File: src/rtl/keypad_pkg.sv
// Shared types and constants for the 4x4 matrix keypad encoder.
package keypad_pkg;

   // Scanner FSM states.
   typedef enum logic [1:0] {
      SCAN    = 2'd0,
      CONFIRM = 2'd1,
      HELD    = 2'd2,
      RELEASE = 2'd3
   } state_t;

   // Column drive after reset: column 0 active (active-low).
   localparam logic [3:0] COL_INIT = 4'b1110;

   // Key codes indexed by {row, col}. '*' encodes as 4'hE and '#' as 4'hF.
   localparam logic [3:0] KEYMAP [16] = '{
      4'h1, 4'h2, 4'h3, 4'hA,
      4'h4, 4'h5, 4'h6, 4'hB,
      4'h7, 4'h8, 4'h9, 4'hC,
      4'hE, 4'h0, 4'hF, 4'hD
   };

   // Index of the lowest zero bit of an active-low 4-bit vector (3 if none below).
   function automatic logic [1:0] first_low(input logic [3:0] v);
      logic [1:0] idx;
      idx = 2'd3;
      for (int i = 3; i >= 0; i--) begin
         if (!v[i]) idx = 2'(i);
      end
      return idx;
   endfunction

endpackage

File: src/rtl/sync_2ff.sv
// Two-flop synchronizer for asynchronous inputs; resets to all-ones (idle rows).
module sync_2ff #(
   parameter int WIDTH = 4
) (
   input  logic             clk,
   input  logic             rst,
   input  logic [WIDTH-1:0] d,
   output logic [WIDTH-1:0] q
);

   logic [WIDTH-1:0] meta;

   // Two-stage capture of the asynchronous input.
   // NOTE: both stages take non-blocking assignments so d reaches q only after two edges;
   // blocking assignments here would collapse the chain into a single flop.
   always_ff @(posedge clk or posedge rst) begin
      if (rst) begin
         meta <= '1;
         q    <= '1;
      end else begin
         meta <= d;
         q    <= meta;
      end
   end

endmodule

File: src/rtl/keypad_encoder.sv
// 4x4 active-low keypad scanner with debounce and a valid/ack handshake.
module keypad_encoder
   import keypad_pkg::*;
#(
   parameter int SCAN_DIV       = 50000,
   parameter int DEBOUNCE_SCANS = 4
) (
   input  logic       clk,
   input  logic       rst,
   input  logic [3:0] row_i,
   output logic [3:0] col_o,
   output logic [3:0] key_code,
   output logic       key_valid,
   input  logic       key_ack,
   output logic       key_held,
   output logic       overrun
);

   localparam int SLOT_W  = (SCAN_DIV > 1) ? $clog2(SCAN_DIV) : 1;
   localparam int MATCH_W = $clog2(DEBOUNCE_SCANS + 1);

   localparam logic [SLOT_W-1:0]  SLOT_LAST  = SLOT_W'(SCAN_DIV - 1);
   localparam logic [MATCH_W-1:0] MATCH_LAST = MATCH_W'(DEBOUNCE_SCANS - 1);

   logic [3:0]         rs;
   logic [SLOT_W-1:0]  slot_cnt;
   logic               sample;
   state_t             state, state_next;
   logic [MATCH_W-1:0] match_cnt, match_next;
   logic [1:0]         row_sel, row_sel_next;
   logic               row_low;
   logic               rotate;
   logic               accept;
   logic [3:0]         key_idx;

   sync_2ff #(.WIDTH(4)) u_row_sync (
      .clk (clk),
      .rst (rst),
      .d   (row_i),
      .q   (rs)
   );

   assign sample   = (slot_cnt == SLOT_LAST);
   assign row_low  = ~rs[row_sel];
   assign key_held = (state == HELD) || (state == RELEASE);
   // Column is frozen outside SCAN, so the live drive identifies the locked key's column.
   assign key_idx  = {row_sel, first_low(col_o)};

   // Free-running slot counter; wraps at the sample point.
   always_ff @(posedge clk or posedge rst) begin
      if (rst)         slot_cnt <= '0;
      else if (sample) slot_cnt <= '0;
      else             slot_cnt <= slot_cnt + 1'b1;
   end

   // FSM state, match counter and latched row.
   always_ff @(posedge clk or posedge rst) begin
      if (rst) begin
         state     <= SCAN;
         match_cnt <= '0;
         row_sel   <= 2'd0;
      end else begin
         state     <= state_next;
         match_cnt <= match_next;
         row_sel   <= row_sel_next;
      end
   end

   // Next-state logic; all decisions happen on sample cycles only.
   always_comb begin
      // NOTE: every signal gets a default before the case so no path leaves it unassigned
      // and infers a latch.
      state_next   = state;
      match_next   = match_cnt;
      row_sel_next = row_sel;
      rotate       = 1'b0;
      accept       = 1'b0;
      if (sample) begin
         unique case (state)
            SCAN: begin
               if (rs == 4'hF) begin
                  rotate = 1'b1;
               end else begin
                  row_sel_next = first_low(rs);
                  match_next   = MATCH_W'(1);
                  state_next   = CONFIRM;
               end
            end
            CONFIRM: begin
               if (!row_low) begin
                  state_next = SCAN;
                  match_next = '0;
                  rotate     = 1'b1;
               end else if (match_cnt >= MATCH_LAST) begin
                  state_next = HELD;
                  match_next = '0;
                  accept     = 1'b1;
               end else begin
                  match_next = match_cnt + 1'b1;
               end
            end
            HELD: begin
               if (!row_low) begin
                  state_next = RELEASE;
                  match_next = MATCH_W'(1);
               end
            end
            RELEASE: begin
               if (row_low) begin
                  state_next = HELD;
                  match_next = '0;
               end else if (match_cnt >= MATCH_LAST) begin
                  state_next = SCAN;
                  match_next = '0;
                  rotate     = 1'b1;
               end else begin
                  match_next = match_cnt + 1'b1;
               end
            end
            default: state_next = SCAN;
         endcase
      end
   end

   // Column rotator: one active-low column, moving left on each idle sample.
   always_ff @(posedge clk or posedge rst) begin
      if (rst)         col_o <= COL_INIT;
      else if (rotate) col_o <= {col_o[2:0], col_o[3]};
   end

   // Output code and handshake; a fresh accept takes priority over an ack on the same edge.
   always_ff @(posedge clk or posedge rst) begin
      if (rst) begin
         key_code  <= 4'h0;
         key_valid <= 1'b0;
         overrun   <= 1'b0;
      end else if (accept) begin
         key_code  <= KEYMAP[key_idx];
         key_valid <= 1'b1;
         if (key_valid) overrun <= 1'b1;
      end else if (key_ack && key_valid) begin
         key_valid <= 1'b0;
         overrun   <= 1'b0;
      end
   end

endmodule

File: config.mk
export PLATFORM = sky130hd
export DESIGN_NAME = keypad_encoder
export DESIGN_NICKNAME = d
export VERILOG_FILES = /design/src/rtl/keypad_pkg.sv /design/src/rtl/sync_2ff.sv /design/src/rtl/keypad_encoder.sv
export SDC_FILE = /design/constraint.sdc
export NUM_CORES = 1
export LEC_CHECK = 0
export BUFFER_PORTS_ARGS = -buffer_cell sky130_fd_sc_hd__buf_2
export CAP_MARGIN = 20
export CORE_MARGIN = 10
export CORE_UTILIZATION = 35
export DETAILED_ROUTE_END_ITERATION = 6
export SLEW_MARGIN = 25
export SYNTH_ARGS = -nofsm -noshare
export SYNTH_HDL_FRONTEND = slang
export SYNTH_SLANG_ARGS = --single-unit
File: constraint.sdc
create_clock -name clk -period 5.05 [get_ports clk]
set_clock_uncertainty 0.15 [all_clocks]
set_input_delay 1.01 -clock clk [delete_from_list [all_inputs] [get_ports clk]]
set_output_delay 1.01 -clock clk [all_outputs]
set_load 0.02 [all_outputs]
==> After elaboration in Yosys (flattened, before gate mapping) <==
Memories as Yosys holds them, arrays and structs flattened. A register that Yosys moved wholly into a read port is not among the register bits.
Index checks and enable logic that the tools add are counted.
{ "word_totals": {"mem_bits_ro": 64, "word_cells": 69, "memories": 1, "register_bits": 37} }
{ "classes": {"n_eq_ne": 10, "bitwise": 2, "order_cmp": 2, "addsub": 2, "muxes": 35, "n_reduce_logical": 8} }
{ "memory_table": {"columns": ["name", "depth", "word_bits", "rd", "rd_clocked_by_memory_dff", "wr", "line", "text"], "rows": [
  ["(no name shown)", 16, 4, 1, 1, 0, "keypad_encoder.sv:138", "key_code <= KEYMAP[key_idx];"]
]} }
{ "ops": {"columns": ["cell", "n"], "rows": [
  ["2-bit 2-to-1 mux", 10],
  ["16-bit by 1-bit adder with 16-bit output, second input constant", 1],
  ["16-bit equality test, second input constant", 1],
  ["16-bit 2-to-1 mux", 1],
  ["1-bit 2-to-1 mux", 15],
  ["3-bit 2-to-1 mux", 5],
  ["3-bit one-hot mux with 4 select lines", 1],
  ["2-bit one-hot mux with 4 select lines", 1],
  ["3-bit AND reduction", 2],
  ["4-bit inverter with 5-bit output", 1],
  ["5-bit AND reduction", 1],
  ["2-bit equality test, second input constant", 2],
  ["4-bit equality test, second input constant", 1],
  ["2-bit inequality test, second input constant", 2],
  ["3-bit by 1-bit adder with 3-bit output, second input constant", 1],
  ["3-bit by 2-bit >= comparator with 1-bit output, second input constant", 1],
  ["2-bit by 3-bit < comparator with 1-bit output, second input constant", 1],
  ["3-bit by 2-bit inequality test with 1-bit output, second input constant", 1],
  ["3-bit inequality test, second input constant", 1],
  ["1-bit one-hot mux with 3 select lines", 1],
  ["1-bit binary-select mux with 2-bit select", 1],
  ["2-bit by 1-bit equality test with 1-bit output, second input constant", 1],
  ["2-bit logical NOT", 1],
  ["2-bit by 1-bit inequality test with 1-bit output, second input constant", 1],
  ["5 further kinds", 5]
]} }

==> Depth between registers and ports, before layout <==
{ "logic_depth": {"depth_word": 7, "ltp_mapped": 8, "mapped_depth_nobuf": 7} }

==> Hierarchy <==
From an unflattened synthesis, not the netlist that was laid out.
{ "unflattened": {"cells_unflattened": 178, "hier_area_um2": 2028.2} }
{ "by_module_without_submodules": {"columns": ["mod", "area_per_inst_um2", "instances", "cells_per_inst", "seq_area_each_um2"], "rows": [
  ["keypad_encoder", 1814.2, 1, 169, 829.5],
  ["sync_2ff", 214.0, 1, 9, 210.2]
]} }

==> Worst setup path after synthesis <==
Ideal clock, no wire load.
{ "synth_path": {"kind": "reg-to-reg", "from": "reg slot_cnt[0]", "to": "reg col_o[0]", "period_less_slack_ns": 2.079, "n_path_buf": 1, "path_slack_ns": 2.971, "stages_incl_launch_ff": 8, "arrival_ns": 1.804, "setup_ns": 0.125, "path_cell_list": "dfrtp_1 > ha_1 > and3_1 > and4_1 > buf_4 > and3_4 > a31oi_4 > mux2_2"} }
{ "synth_via": {"elab_chain_cells": 2} }
{ "synth_rtl": {"columns": ["item", "line", "text"], "rows": [
  ["start: declaration", "keypad_encoder.sv:26", "logic [SLOT_W-1:0] slot_cnt;"],
  ["start signal: assignment", "keypad_encoder.sv:53", "else slot_cnt <= slot_cnt + 1'b1;"],
  ["16-bit equality test", "keypad_encoder.sv:43", "assign sample = (slot_cnt == SLOT_LAST);"],
  ["1-bit 2-to-1 mux", "keypad_encoder.sv:78", "if (sample) begin"],
  ["end signal: assignment", "keypad_encoder.sv:128", "else if (rotate) col_o <= {col_o[2:0], col_o[3]};"],
  ["end: declaration", "keypad_encoder.sv:11", "output logic [3:0] col_o,"]
]} }
No other way between the ends.
A chain may end at the register's enable or synchronous reset.

==> Worst setup path in the final report <==
{ "layout_path": {"from": "reg slot_cnt[0]", "to": "reg key_code[1]"} }
{ "layout_via": {"elab_chain_cells": 2} }
{ "layout_rtl": {"columns": ["item", "line", "text"], "rows": [
  ["16-bit equality test", "keypad_encoder.sv:43", null],
  ["1-bit 2-to-1 mux", "keypad_encoder.sv:78", null],
  ["end: declaration", "keypad_encoder.sv:12", "output logic [3:0] key_code,"]
]} }
No other way between the ends.

==> results by group <==
Routing
  – Via count: between 1,000 and 1,500
  – Drt drc: 0
  – Post-route ant nets: 0
  – WL/cell: approximately 13 um
  – DRT Pass-1 Iters: 4
  – Final WL: roughly 3.4 mm
  – Vias per cell: around 4.7
  – Drt initial violations: between 90 and 100

STA
  – Worst-Margin Slew: between 0.7 and 0.8 ns
  – Final cycle utilization of the critical path: between 40% and 50%
  – Fmax: roughly 0.4 GHz
  – Endpoints failing setup: 0
  – Setup TNS Final: 0 ns
  – Final hold vios: 0
  – Pins over their slew limit: 0
  – Minimum clock period: between 2 and 3 ns
  – RSZ-0062 raised after global routing: false
  – Relative slew slack: between 50% and 60%

Power and ir drop
  – Leak Pwr: between 1 and 1.5 nW
  – P per Cell Area: between 200 and 300 nW/um^2
  – Worst vdd ir: roughly 0.12 mV
  – Power, Total: between 0.0006 and 0.0007 W

Clock tree
  – Clock tree buffer depth: 2
  – Setup Fix Bufs, Post-CTS: 0
  – Worst-skew pair later-pin latency: between 0.2 and 0.3 ns
  – Hold_buf cts: 0
  – H-Tree Depth: 2
  – Post-cts sizing count: 0
  – Total CTS buffers: 5
  – Clk root buf: clkbuf_8
  – Clk sinks: slightly above 40
  – CTS tree: done
  – Clock transition at path regs: 0.08 ns

Floorplanning
  – Initial Util: between 30% and 40%
  – Num rows: 27
  – Ports: 18
  – Core area: 5510 um^2
  – Die height: approximately 95 um
  – Die area: 9080 um^2
  – Die X: around 95 um

Yosys
  – Avg Cell Area, Syn: between 10 and 15 um^2
  – Cells after Synth: between 150 and 200
  – Register area share after synthesis: roughly 52%
  – Syn nets: slightly below 200
  – Yosys warning count: 0
  – Yosys cell types: 38
  – Yosys reg bits: 41
  – Mapped cell area: ~2000 um^2

Critical path
  – Setup CP Type: flop to flop
  – CP arrival: around 2.6 ns
  – Kind of end point of the critical path: flop
  – WP data required: 5.08 ns
  – Critical-path maximum fanout: 18
  – Critical path launch point type: flop

Global route
  – Grt total ovfl: 0
  – Vias in the first global route: around 1,300
  – Antenna violations before repair: 0
  – Largest net degree at the start of global routing: 42
  – GR Util All Layers: under 10%
  – First-pass GRT wire length: around 5.8 mm

Placement
  – Dpl hpwl: around 2.4 mm
  – Final GP Congestion: ~0.74
  – Port-buffer cells: 17

Layout
  – Commonest non-fill, non-tap cell in the layout: dfrtp_1
  – Final Net Count: ~210
  – Area Growth Syn to Fin: 13.1%
  – Fillers: 537
  – Register Area: a little over 1000 um^2
  – Commonest cells after routing, fill and taps aside: 30 x dfrtp_1, 19 x nor2_1, 17 x buf_2
  – Proportion of layout cells with a drive suffix above 1: around 25%
  – Multi-input logic area: around 850 um^2
  – Ant. Diodes: 0

Run status
  – Outcome: finished, final reports clean

Run
  – Max-Cap Viols: 0

Min path
  – Hold WC Path Type: flop to flop
area by class of cell:
| class | instances | area share, % |
|---|---|---|
| multi-input combinational | 117 | 37.8 |
| clock buffer | 7 | 5.30 |
| sequential | 41 | 46.3 |
| timing repair buffer | 18 | 4.13 |
| tap | 72 | 4.02 |
| clock inverter | 1 | 0.223 |
| inverter | 13 | 2.18 |
report_power, final:
part           internal, W  switching [W]
clock network     0.000157       0.000113
logic           0.00000417     0.00000889
registers         0.000334     0.00000173
layer usage:
metal,part of all wire [%],wire (um),track usage (%)
met5,0,0,0
met4,1.8,59,4.11
met3,4.4,147,2.67
met2,44,1490,11.3
met1,50,1670,10.5
critical path, stage by stage (launching register included):
cell,delay (ns)
dfrtp_1,0.39
ha_1,0.21
and3_1,0.22
and4_1,0.67
and4bb_2,0.45
mux2_4,0.32
cells in the mapped netlist, drive strengths merged:
cell / instances / area, um^2
nor2b: 2 / 12.5
o21ai: 8 / 55.1
and4bb: 2 / 25.0
nand2: 12 / 45.0
xor2: 10 / 87.6
nand3: 8 / 40.0
nor3: 3 / 15.0
mux2i: 4 / 40.0
a21oi: 8 / 40.0
a211oi: 2 / 15.0
inv: 13 / 48.8
mux2: 6 / 75.1
a31oi: 1 / 21.3
nand4: 4 / 25.0
xnor2: 5 / 43.8
a21o: 1 / 7.51
buf: 4 / 35.0
o211ai: 2 / 15.0
ha: 8 / 100
mux4: 1 / 22.5
and3: 4 / 30.0
a2bb2oi: 2 / 17.5
and4: 1 / 8.76
nor3b: 1 / 7.51
dfrtp: 30 / 751
dfstp: 11 / 289
a22o: 1 / 8.76
nor4bb: 1 / 10.0
nor4b: 1 / 8.76
nor2: 19 / 71.3
clkbuf: 3 / 11.3
cells by family after synthesis:
| logic type | after synthesis | synth area share, % |
|---|---|---|
| buffers and inverters | 20 | 4.79 |
| DFF | 41 | 52.4 |
| AOI/OAI and AO/OA | 25 | 9.09 |
| and+or+nand+nor | 58 | 15.1 |
| muxes | 11 | 6.94 |
| adders and majority gates | 8 | 5.05 |
| xor gates and xnor gates | 15 | 6.62 |
final timing paths:
check,from,end,slack [ns],cells past startpoint
worst max-delay path,slot_cnt[0],key_code[1],2.53,5
worst min-delay path,u_row_sync.meta[1],u_row_sync.q[1],0.21,0
worst max register to register,slot_cnt[0],key_code[1],2.53,5
worst min register to register,u_row_sync.meta[1],u_row_sync.q[1],0.21,0
max in group asynchronous,rst,col_o[1],3.70,3
min in group asynchronous,rst,slot_cnt[1],0.69,3
flip-flops by register name, summed over array words and instances, names as in the netlist, named ones only:
name,flops
row_sel,2
key_code,4
overrun,1
u_row_sync.meta,4
slot_cnt,16
u_row_sync.q,4
state,1
match_cnt,3
col_o,4
key_valid,1
stage by stage:
stage	std cells	utilization, %	setup WS, ns	hold WS, ns	cell area (um^2)
floorplan	178	-	2.96	0.195	1980
global placement	261	38.5	2.57	0.196	2120
detailed placement	261	38.5	2.51	0.197	2120
CTS	269	40.7	2.50	0.209	2240
global route	269	40.7	2.37	0.211	2240
finish	269	40.7	2.53	0.208	2240
(Power assumes the default switching activity.)
